## src/rtl/instr_ctrl_sequencer.sv

```systemverilog
// rtl/instr_ctrl_sequencer.sv - hardwired fetch/execute control-step sequencer
// Sequences T0-T2 instruction fetch (with memory wait states), then drives the
// register/ALU strobes for 3-register, MUL/DIV and unary ALU instructions.
// Illegal opcodes or register fields trap into ERR until clear.
module instr_ctrl_sequencer #(
  parameter int DATA_WIDTH = 32,
  parameter int NUM_REGS   = 16,
  parameter int OPC_WIDTH  = 5,
  parameter int RSEL_WIDTH = 4
) (
  input  logic                  clock,
  input  logic                  clear,
  input  logic                  run,
  input  logic                  mem_ready,
  input  logic [DATA_WIDTH-1:0] ir,
  output logic [NUM_REGS-1:0]   reg_in,
  output logic [NUM_REGS-1:0]   reg_out,
  output logic                  PCout,
  output logic                  PCin,
  output logic                  IncPC,
  output logic                  MARin,
  output logic                  MDMuxread,
  output logic                  MDRin,
  output logic                  MDRout,
  output logic                  IRin,
  output logic                  Yin,
  output logic                  Zlowin,
  output logic                  Zhighin,
  output logic                  Zlowout,
  output logic                  Zhighout,
  output logic                  HIin,
  output logic                  LOin,
  output logic [3:0]            alu_op,
  output logic                  busy,
  output logic                  done,
  output logic                  err
);

  localparam int RA_MSB = DATA_WIDTH - 1 - OPC_WIDTH;
  localparam int RB_MSB = RA_MSB - RSEL_WIDTH;
  localparam int RC_MSB = RB_MSB - RSEL_WIDTH;

  typedef enum logic [3:0] {
    S_IDLE, S_T0, S_T1, S_TW, S_T2, S_T3, S_T4, S_T5, S_T6, S_ERR
  } state_t;

  typedef enum logic [1:0] {C_THREE, C_MULDIV, C_UNARY, C_ILL} cls_t;

  state_t state_q, state_d;

  // Instruction class and fields captured at T3 so later steps do not depend on ir
  cls_t                  cls_q;
  logic [3:0]            alu_q;
  logic [RSEL_WIDTH-1:0] ra_q, rb_q, rc_q;

  logic [OPC_WIDTH-1:0]  opc;
  logic [RSEL_WIDTH-1:0] ra, rb, rc;
  cls_t                  dec_cls;
  logic [3:0]            dec_alu;
  logic                  dec_ill;
  logic                  unused_ir_bits;

  assign opc = ir[DATA_WIDTH-1 -: OPC_WIDTH];
  assign ra  = ir[RA_MSB -: RSEL_WIDTH];
  assign rb  = ir[RB_MSB -: RSEL_WIDTH];
  assign rc  = ir[RC_MSB -: RSEL_WIDTH];
  assign unused_ir_bits = ^ir[RC_MSB-RSEL_WIDTH:0];

  function automatic logic reg_ok(input logic [RSEL_WIDTH-1:0] r);
    return int'(r) < NUM_REGS;
  endfunction

  function automatic logic [NUM_REGS-1:0] onehot(input logic [RSEL_WIDTH-1:0] r);
    logic [NUM_REGS-1:0] v;
    v = '0;
    for (int i = 0; i < NUM_REGS; i++) begin
      if (int'(r) == i) v[i] = 1'b1;
    end
    return v;
  endfunction

  // Opcode decode: class, ALU code, and legality of the fields that class uses
  always_comb begin
    dec_cls = C_ILL;
    dec_alu = 4'd0;
    case (int'(opc))
      3, 4, 5, 6, 7, 8, 9, 10, 11: begin
        dec_cls = C_THREE;
        dec_alu = 4'(int'(opc) - 2);
      end
      15: begin dec_cls = C_MULDIV; dec_alu = 4'd10; end
      16: begin dec_cls = C_MULDIV; dec_alu = 4'd11; end
      17: begin dec_cls = C_UNARY;  dec_alu = 4'd12; end
      18: begin dec_cls = C_UNARY;  dec_alu = 4'd13; end
      default: ;
    endcase
    dec_ill = (dec_cls == C_ILL) || !reg_ok(ra) || !reg_ok(rb) ||
              ((dec_cls == C_THREE) && !reg_ok(rc));
  end

  // State register; clear aborts from any state straight back to IDLE
  always_ff @(posedge clock or posedge clear) begin
    if (clear) state_q <= S_IDLE;
    else       state_q <= state_d;
  end

  // Capture decoded instruction at T3 for use in T4-T6
  always_ff @(posedge clock or posedge clear) begin
    if (clear) begin
      cls_q <= C_THREE;
      alu_q <= 4'd0;
      ra_q  <= '0;
      rb_q  <= '0;
      rc_q  <= '0;
    end else if (state_q == S_T3) begin
      cls_q <= dec_cls;
      alu_q <= dec_alu;
      ra_q  <= ra;
      rb_q  <= rb;
      rc_q  <= rc;
    end
  end

  // Next-state and per-step strobe decode; final step chains to T0 while run is high
  always_comb begin
    state_d   = state_q;
    reg_in    = '0;
    reg_out   = '0;
    PCout     = 1'b0;
    PCin      = 1'b0;
    IncPC     = 1'b0;
    MARin     = 1'b0;
    MDMuxread = 1'b0;
    MDRin     = 1'b0;
    MDRout    = 1'b0;
    IRin      = 1'b0;
    Yin       = 1'b0;
    Zlowin    = 1'b0;
    Zhighin   = 1'b0;
    Zlowout   = 1'b0;
    Zhighout  = 1'b0;
    HIin      = 1'b0;
    LOin      = 1'b0;
    alu_op    = 4'd0;
    busy      = 1'b0;
    done      = 1'b0;
    err       = 1'b0;
    case (state_q)
      S_IDLE: if (run) state_d = S_T0;
      S_T0: begin
        busy = 1'b1; PCout = 1'b1; MARin = 1'b1; IncPC = 1'b1; Zlowin = 1'b1;
        state_d = S_T1;
      end
      S_T1: begin
        busy = 1'b1; Zlowout = 1'b1; PCin = 1'b1; MDMuxread = 1'b1; MDRin = 1'b1;
        state_d = mem_ready ? S_T2 : S_TW;
      end
      S_TW: begin
        busy = 1'b1; MDMuxread = 1'b1; MDRin = 1'b1;
        state_d = mem_ready ? S_T2 : S_TW;
      end
      S_T2: begin
        busy = 1'b1; MDRout = 1'b1; IRin = 1'b1;
        state_d = S_T3;
      end
      S_T3: begin
        busy = 1'b1;
        if (dec_ill) begin
          state_d = S_ERR;
        end else begin
          state_d = S_T4;
          case (dec_cls)
            C_THREE:  begin reg_out = onehot(rb); Yin = 1'b1; end
            C_MULDIV: begin reg_out = onehot(ra); Yin = 1'b1; end
            C_UNARY:  begin reg_out = onehot(rb); alu_op = dec_alu; Zlowin = 1'b1; end
            default: ;
          endcase
        end
      end
      S_T4: begin
        busy = 1'b1;
        case (cls_q)
          C_THREE: begin
            reg_out = onehot(rc_q); alu_op = alu_q; Zlowin = 1'b1;
            state_d = S_T5;
          end
          C_MULDIV: begin
            reg_out = onehot(rb_q); alu_op = alu_q; Zhighin = 1'b1; Zlowin = 1'b1;
            state_d = S_T5;
          end
          default: begin
            Zlowout = 1'b1; reg_in = onehot(ra_q); done = 1'b1;
            state_d = run ? S_T0 : S_IDLE;
          end
        endcase
      end
      S_T5: begin
        busy = 1'b1; Zlowout = 1'b1;
        if (cls_q == C_THREE) begin
          reg_in = onehot(ra_q); done = 1'b1;
          state_d = run ? S_T0 : S_IDLE;
        end else begin
          LOin = 1'b1;
          state_d = S_T6;
        end
      end
      S_T6: begin
        busy = 1'b1; Zhighout = 1'b1; HIin = 1'b1; done = 1'b1;
        state_d = run ? S_T0 : S_IDLE;
      end
      S_ERR: err = 1'b1;
      default: state_d = S_IDLE;
    endcase
  end

endmodule
```

## config.mk

```make
export PLATFORM = sky130hd
export DESIGN_NAME = instr_ctrl_sequencer
export DESIGN_NICKNAME = d
export VERILOG_FILES = /design/src/rtl/instr_ctrl_sequencer.sv
export SDC_FILE = /design/constraint.sdc
export NUM_CORES = 1
export LEC_CHECK = 0
export CAP_MARGIN = 40
export CORE_MARGIN = 2
export CORE_UTILIZATION = 40
export DETAILED_ROUTE_END_ITERATION = 8
export MAX_ROUTING_LAYER = met4
export PLACE_DENSITY_LB_ADDON = 0.08
export SYNTH_ARGS = -nofsm -noshare
export SYNTH_HDL_FRONTEND = slang
export SYNTH_SLANG_ARGS = --single-unit
```

## constraint.sdc

```tcl
create_clock -name clock -period 1.9 [get_ports clock]
set_input_delay 0.19 -clock clock [delete_from_list [all_inputs] [get_ports clock]]
set_output_delay 0.19 -clock clock [all_outputs]
set_load 0.01 [all_outputs]
```

# --- Word level (Yosys, flattened, before mapping) ---
# Index checks and enable logic that the tools add are counted.
word_totals:
  reg_bits: 22
  in_bits: 36
  out_inout_bits: 54
  wordCells: 250
classes:
  n_addsub: 1
  n_eq_ne: 102
  mux: 122
  n_bitwise: 1
  reduce_logical: 18
op_table:
  columns: ["cell", "n"]
  rows:
  - ["== test 4 bit (second input constant)", 42]
  - ["one-hot mux 16 bit (2 select lines)", 4]
  - ["2-to-1 mux 1 bit", 100]
  - ["== test 4 x 3 -> 1 bit (second input constant)", 24]
  - ["== test 4 x 2 -> 1 bit (second input constant)", 12]
  - ["2-to-1 mux 16 bit", 3]
  - ["one-hot mux 4 bit (9 select lines)", 1]
  - ["== test 5 x 4 -> 1 bit (second input constant)", 5]
  - ["== test 4 x 1 -> 1 bit (second input constant)", 6]
  - ["zero test 4 bit", 6]
  - ["2-to-1 mux 4 bit", 6]
  - ["== test 5 x 3 -> 1 bit (second input constant)", 4]
  - ["one-hot mux 4 bit (5 select lines)", 1]
  - ["== test 5 bit (second input constant)", 3]
  - ["OR reduction 2 bit", 7]
  - ["OR reduction 9 bit", 1]
  - ["one-hot mux 4 bit (2 select lines)", 1]
  - ["OR reduction 8 bit", 1]
  - ["2-to-1 mux 3 bit", 2]
  - ["one-hot mux 1 bit (3 select lines)", 2]
  - ["one-hot mux 2 bit (3 select lines)", 1]
  - ["== test 5 x 2 -> 1 bit (second input constant)", 1]
  - ["== test 2 x 1 -> 1 bit (second input constant)", 2]
  - ["== test 2 bit (second input constant)", 2]
  - ["other kinds (6)", 7]

# --- Logic depth before layout (Yosys ltp) ---
logic_depth:
  ltp_word: 8
  depth_mapped: 8

# --- Worst setup path before layout ---
# No wires, ideal clock.
synth_path:
  path_type: "register -> output"
  from: "register state_q[3]"
  to: "output reg_out[0]"
  arrival_ns: 1.724
  required_ns: 1.710
  path_slack_ns: -0.014
  stages_incl_launch_ff: 6
  n_path_buf: 1
  path_cell_list: "dfrtp_1 > clkbuf_1 > nor2_1 > nand3_1 > or4_1 > o211ai_1"
synth_via:
  elab_chain_cells: 2
  elab_cells_between_ends: 3
  cone_classes: "eq/ne: 2; mux: 1"
synth_lines:
  columns: ["item", "line", "text"]
  rows:
  - ["start, declared", "49", "state_t state_q, state_d;"]
  - ["start signal, assigned", "104", "else state_q <= state_d;"]
  - ["== test 4 x 3 -> 1 bit", "148", "case (state_q)"]
  - ["one-hot mux 16 bit (2 select lines) *", "148", null]
  - ["end, declared", "17", "output logic [NUM_REGS-1:0] reg_out,"]
# Mark *: on every way between the ends. The rest lies on a longest branch, timed or not.

# --- Worst setup path in the final report ---
layout_path:
  from: "register state_q[0]"
  to: "output alu_op[0]"
layout_via:
  elab_chain_cells: 2
  elab_cells_between_ends: 3
  cone_classes: "eq/ne: 2; mux: 1"
layout_lines:
  columns: ["item", "line", "text"]
  rows:
  - ["== test 4 x 3 -> 1 bit", "148", null]
  - ["one-hot mux 4 bit (2 select lines) *", "148", null]
  - ["end, declared", "33", "output logic [3:0] alu_op,"]
# Marks and branches as above.

==> summary.txt <==
Run status
  – Status: finished with violations
  – Failing checks: negative setup slack

Synth
  – Synthesized flop and latch total: 22
  – Synth cell types: 49
  – EDFF count, synth: 0
  – Post-Syn Instances: 328
  – Synth async-reset ratio: 100%
  – Synth top area share: 24.5%
  – Area leader, netlist: dfrtp_1
  – Commonest cells in the synthesized netlist: nand2_1 (60), nor2_1 (54), dfrtp_1 (22)
  – Synth warnings: 0
  – Ys flop type: dfrtp_1
  – Top post-synthesis cells by area: dfrtp_1 (25%), nand2_1 (10%), nor2_1 (9.0%), mux2i_1 (5.8%), nand2b_1 (5.0%)
  – Post-synthesis sequential area ratio: 24.5%
  – Average cell area after synthesis: 6.84 um2
  – Synth Cell Area: 2240 um2
  – Most frequent cell after synthesis: nand2_1
  – Post-Syn Nets: 365

Timing
  – Hold Vio Cnt, Final: 0
  – Worst-Margin Slew: 0.520 ns
  – WHS: 0.263 ns
  – Setup Viol. Count Final: 35
  – Achievable Freq: 0.466 GHz
  – Max-slew violation count: 0
  – Fin crit period: 2.14 ns
  – Final Cycle Share: 113%
  – RSZ-0062 raised after global routing: true
  – Relative slew slack: 65.2%
  – Clock skew: 0.00536 ns
  – Final setup margin: -0.245 ns

Drt
  – DR vias: 3,099
  – DRT Pass-1 Iters: 6
  – Detailed Route WL: 8960 um
  – Initial DRC count: 159
  – Vias per cell: 5.46
  – Antenna-violating nets left: 0
  – Drt drc: 0
  – Wirelength per Cell: 15.8 um

Cells and area
  – Final Instance Area: 4200 um2
  – Layout Area Growth over Synthesis: 87.1%
  – Ant diodes: 0
  – Layout net count: 534
  – Finished Layout Cells: 568
  – Share of post-route cells with drive strength above 1: 49.0%

Setup path
  – Critical path class: flip-flop to output port
  – Crit path launch type: flip-flop
  – Crit end category: output port
  – Required @ worst endpoint: 1.71 ns
  – Worst path arrival time: 1.95 ns
  – Critical path peak fanout: 5

CTS
  – CTS Buf Count: 3
  – Root buffer cell: clkbuf_8
  – CTS tree: yes
  – Clk_lat worst skew: 0.26 ns
  – H-tree levels: 1
  – Clk pin slew, worst setup/hold paths: 0.08 ns
  – Cts hold-fix bufs: 0
  – Clock buffer depth: 2
  – CTS sink cnt: 22

Place
  – DP Wirelength: 5670 um
  – Post-Place Cells: 530
  – Placed inst area: 3570 um2
  – IO Port Bufs: 74
  – RD Place Congestion: 0.960

Pwr
  – Max VDD drop: 784 uV
  – Tot Pwr: 4.27 mW
  – Leakage power total: 2.06 nW
  – Pwr per Cell Area: 1020 nW/um2

Floorplan
  – IO Count: 90
  – Row cnt: 27
  – Full die area: 6220 um2
  – Core ar.: 5470 um2
  – Die Ht: 78.9 um
  – Initial core utilization: 41.0%
  – DIE WIDTH: 78.9 um

Global route
  – Vias in the first global route: 2,806
  – GRT Total Usage: 26.9%
  – Largest net degree at the start of global routing: 23
  – Initial antenna violation count: 0
  – Gr ovfl total: 0
  – First-pass GRT wire length: 13,300 um

Min path
  – Hold/Removal Path Class: input pin to asynchronous set/reset pin

Run
  – Total of max-cap violations: 0
[sequential cells by signal, summed over array words and instances, names as in the netlist]
| signal | flops |
|---|---|
| alu_q | 4 |
| rc_q | 4 |
| cls_q | 2 |
| rb_q | 4 |
| state_q | 4 |
| ra_q | 4 |
[worst paths after layout]
kind | startpoint | to | slack (ns) | cells after the start
min | clear | alu_q[0] | 0.26 | 3
min reg2reg | alu_q[2] | alu_q[2] | 0.49 | 2
min in group clock | ir[31] | alu_q[1] | 0.37 | 4
max in group asynchronous | clear | ra_q[0] | 1.40 | 3
max reg2reg | state_q[0] | state_q[1] | 0.27 | 8
max | state_q[0] | alu_op[0] | -0.24 | 6
[cells by family after synthesis]
| kind of cell | synth area share (%) |
|---|---|
| buffers and inverters | 7.59 |
| adder cells (fa/ha/maj) | 0.558 |
| flip-flops | 24.5 |
| XOR/XNOR | 0.781 |
| multiplexers | 6.30 |
| AO/OA/AOI/OAI | 19.9 |
| AND/OR/NAND/NOR | 40.4 |
[power breakdown]
| group | internal, mW | total (mW) | switching, mW |
|---|---|---|---|
| registers | 0.697 | 0.943 | 0.246 |
| logic | 1.50 | 2.99 | 1.49 |
| clock network | 0.185 | 0.339 | 0.154 |
| total | 2.38 | 4.27 | 1.89 |
[layout make-up]
class                      instances  area [um2]
clock buffer                       4        55.1
fill                             412        1270
inverter                          10        37.5
multi-input combinational        271        1950
sequential                        22         551
tap                               72        90.1
timing repair buffer             189        1520
[stage by stage]
| step | setup slack [ns] | utilization, % | setup TNS [ns] |
|---|---|---|---|
| 2_1_floorplan | 0.000282 | - | 0 |
| 3_3_place_gp | -0.982 | 65.3 | -23.49 |
| 3_5_place_dp | -1.03 | 65.3 | -24.36 |
| 4_1_cts | -0.206 | 71.8 | -3.25 |
| 5_1_grt | -0.318 | 76.7 | -6.68 |
| 6_report | -0.245 | 76.7 | -4.10 |
[cells in the final DEF, fill, tap and decap left out, drive strengths merged, types with 7 or more instances in the layout]
master	netlist	final
a21oi	7	7
buf	12	158
clkbuf	13	10
clkdlybuf4s50	0	15
dfrtp	22	22
dlygate4sd2	0	8
inv	10	10
mux2i	13	13
nand2	60	60
nand2b	18	18
nor2	54	54
nor3	17	17
nor3b	8	8
o21ai	16	16
o22ai	13	13
[worst max-delay path: stages, from the launching register on]
cell and delay, ns:
dfrtp_1 0.46, buf_4 0.17, nand3_2 0.08, buf_6 0.15
or4_4 0.56, o21ai_1 0.13, buf_2 0.14
[repair_timing]
action	4_1_cts	5_1_grt
cloned	2	0
buffers inserted	23	11
gates resized for setup	255	77
endpoints found under the setup margin	52	48
pin swaps	31	28
[routing by layer]
layer,vias up,part of all wire (%),track usage [%]
li1,1478,-,-
met1,1498,42,34.6
met2,105,52,46.3
met3,18,4.7,3.18
met4,0,1.7,5.17
met5,-,0,-
(Power assumes the default switching activity.)
==> patch, RTL diff (same flow settings) <==
Encoding of `cls_t`: now Gray code (2 bits for 4 values).
--- a/src/rtl/instr_ctrl_sequencer.sv
+++ b/src/rtl/instr_ctrl_sequencer.sv
@@ -46,3 +46,3 @@
 
-  typedef enum logic [1:0] {C_THREE, C_MULDIV, C_UNARY, C_ILL} cls_t;
+  typedef enum logic [1:0] {C_THREE = 2'b00, C_MULDIV = 2'b01, C_UNARY = 2'b11, C_ILL = 2'b10} cls_t;
 
Check against the original RTL: same outputs for any inputs over 10 cycles, from zero or initial values; not proved beyond that.
==> patch against the unedited design <==
The flow still finishes with violations (setup timing); non-clock buffer count fell by 29; design area decreased by 10%; synthesized cell count fell by 12%; worst setup slack worse by 540 ps; sequential cell count stayed put; die area decreased by 8.5%; combinational power decreased by 22%; area after synthesis fell by 9.0%; total power shrank 16%; routed wire length decreased by 13%; cell count shrank 12%; critical path type is now primary input to output port; largest power group unchanged.
==> patch: results (changes against the unedited design) <==
| Metric | Value |
|---|---|
| Outcome | `finished, violations left` |
| Violated checks | `setup timing` |
| DRT Pass-1 Iters | `5 (-1)` |
| DP HPWL | `4.899 mm (-14%)` |
| Synth Area in Compound Gates | `23.71% (+3.9 points)` |
| Vias in the first global route | `2343 (-17%)` |
| Post-Synth XOR/XNOR Area | `0.8578% (+0.077 points)` |
| First-pass GRT wire length | `11.30 mm (-15%)` |
| Pint | `1.946 mW (-18%)` |
| CP startpoint | `ir[30]` |
| Reg2reg end | `state_q[2]$_DFFE_PP0P_` |
| Commonest cells post-synth | `nand2_1, nor2_1, o21ai_0` |
| Share of cells above drive strength 1 | `48.48% (-0.51 points)` |
| Synth cell types | `53 (+8.2%)` |
| Final setup violation count | `37 (+5.7%)` |
| RePlAce Congestion | `0.8656 (-9.9%)` |
| Worst setup margin | `-780.4 ps (-535.6 ps)` |
| Post-synthesis mux area share | `1.042% (-5.3 points)` |
| Worst VDD drop | `567.6 uV (-28%)` |
| DR iter-0 viols | `134 (-16%)` |
| Gr usage total | `26.45% (-0.49 points)` |
| CP max FO | `4 (-1)` |
| Via Count | `2636 (-15%)` |
| Largest net degree at the start of global routing | `28 (+22%)` |
| Slew HR | `58.52% (-6.7 points)` |
| Post-Syn Nets | `329 (-9.9%)` |
| Nets | `471 (-12%)` |
| Top post-synthesis cells by area | `dfrtp_1, nand2_1, nor2_1, o21ai_0, o22ai_1` |
| CP arrival | `2490 ps (+540 ps)` |
-- patch: changes by cell type after synthesis, moves of 6 or more --
cell      before  now
clkbuf_1      13    6
inv_1         10   16
mux2i_1       13    1
nand2_1       60   51
nand2b_1      18   10
nor2_1        54   35
nor3_1        17   10
o21ai_0       15   24
-- patch: metal layers --
metal / GRT usage (%) / up-vias / part of all wire [%] / wire length, microns
li1: - / 1291 / - / -
met1: 36.89 / 1221 / 42 / 3255
met4: 6.628 / 0 / 2.1 / 163
met3: 1.852 / 15 / 6.9 / 539
met2: 41.93 / 109 / 49 / 3808
met5: - / - / 0 / 0
-- patch: worst max path at each step --
stage,end,slack (ps),depth (start not counted)
3_5_place_dp,reg_out[6],-1560,10
2_1_floorplan,reg_out[12],-490,11
5_1_grt,reg_out[10],-850,13
4_1_cts,reg_out[6],-740,11
6_report,reg_out[10],-780,13
3_3_place_gp,reg_out[5],-1440,11
-- patch: worst max-delay path: cells and delay by family --
family | cells | cell delay [ps]
AND/OR/NAND/NOR | 2 | 600
AO/OA/AOI/OAI | 4 | 740
buffers and inverters | 6 | 800
adder cells (fa/ha/maj) | 1 | 160
-- patch: repair_timing --
item	4_1_cts	5_1_grt
pin swaps	30	15
hold endpoints to repair	0	0
endpoints found under the setup margin	57	47
gates resized for setup	246	34
setup buffers	26	8
-- patch: stage by stage --
stage / std cells / area, sq um / setup TNS (ps) / util [%] / hold WS [ps]
after CTS: 493 / 3587 / -15600 / 71.60 / 269.6
after floorplan: 289 / 2218 / -8104 / - / 179.2
after global placement: 464 / 3303 / -35190 / 65.93 / 461.1
final: 499 / 3766 / -19180 / 75.17 / 265.2
after global routing: 499 / 3766 / -22090 / 75.17 / 316.6
after detailed placement: 464 / 3303 / -37840 / 65.93 / 476.9
-- patch: cell families (layout without fill, tap and decap cells) --
| group | after synthesis | in the layout |
|---|---|---|
| and+or+nand+nor | 147 | 147 |
| adders and majority gates | 4 | 4 |
| muxes | 2 | 2 |
| DFF | 22 | 22 |
| xor gates and xnor gates | 2 | 2 |
| AOI/OAI and AO/OA | 73 | 73 |
| buffers and inverters | 39 | 179 |
-- patch: cell type report --
type / count / area (sq um)
well taps: 70 / 87.58
inverters: 16 / 60.06
fillers: 377 / 1244
clock buffers: 3 / 41.29
multi-input cells: 228 / 1768
repair buffers: 160 / 1257
flip-flops and latches: 22 / 551.8
-- patch: power by group through the flow --
stage,combinational (mW),sequential (mW),clock (mW)
after floorplan,1.25,0.852,0
after global placement,1.95,0.921,0
after detailed placement,1.98,0.929,0
after CTS,2.15,0.929,0.299
after global routing,2.56,0.993,0.319
final,2.34,0.956,0.294
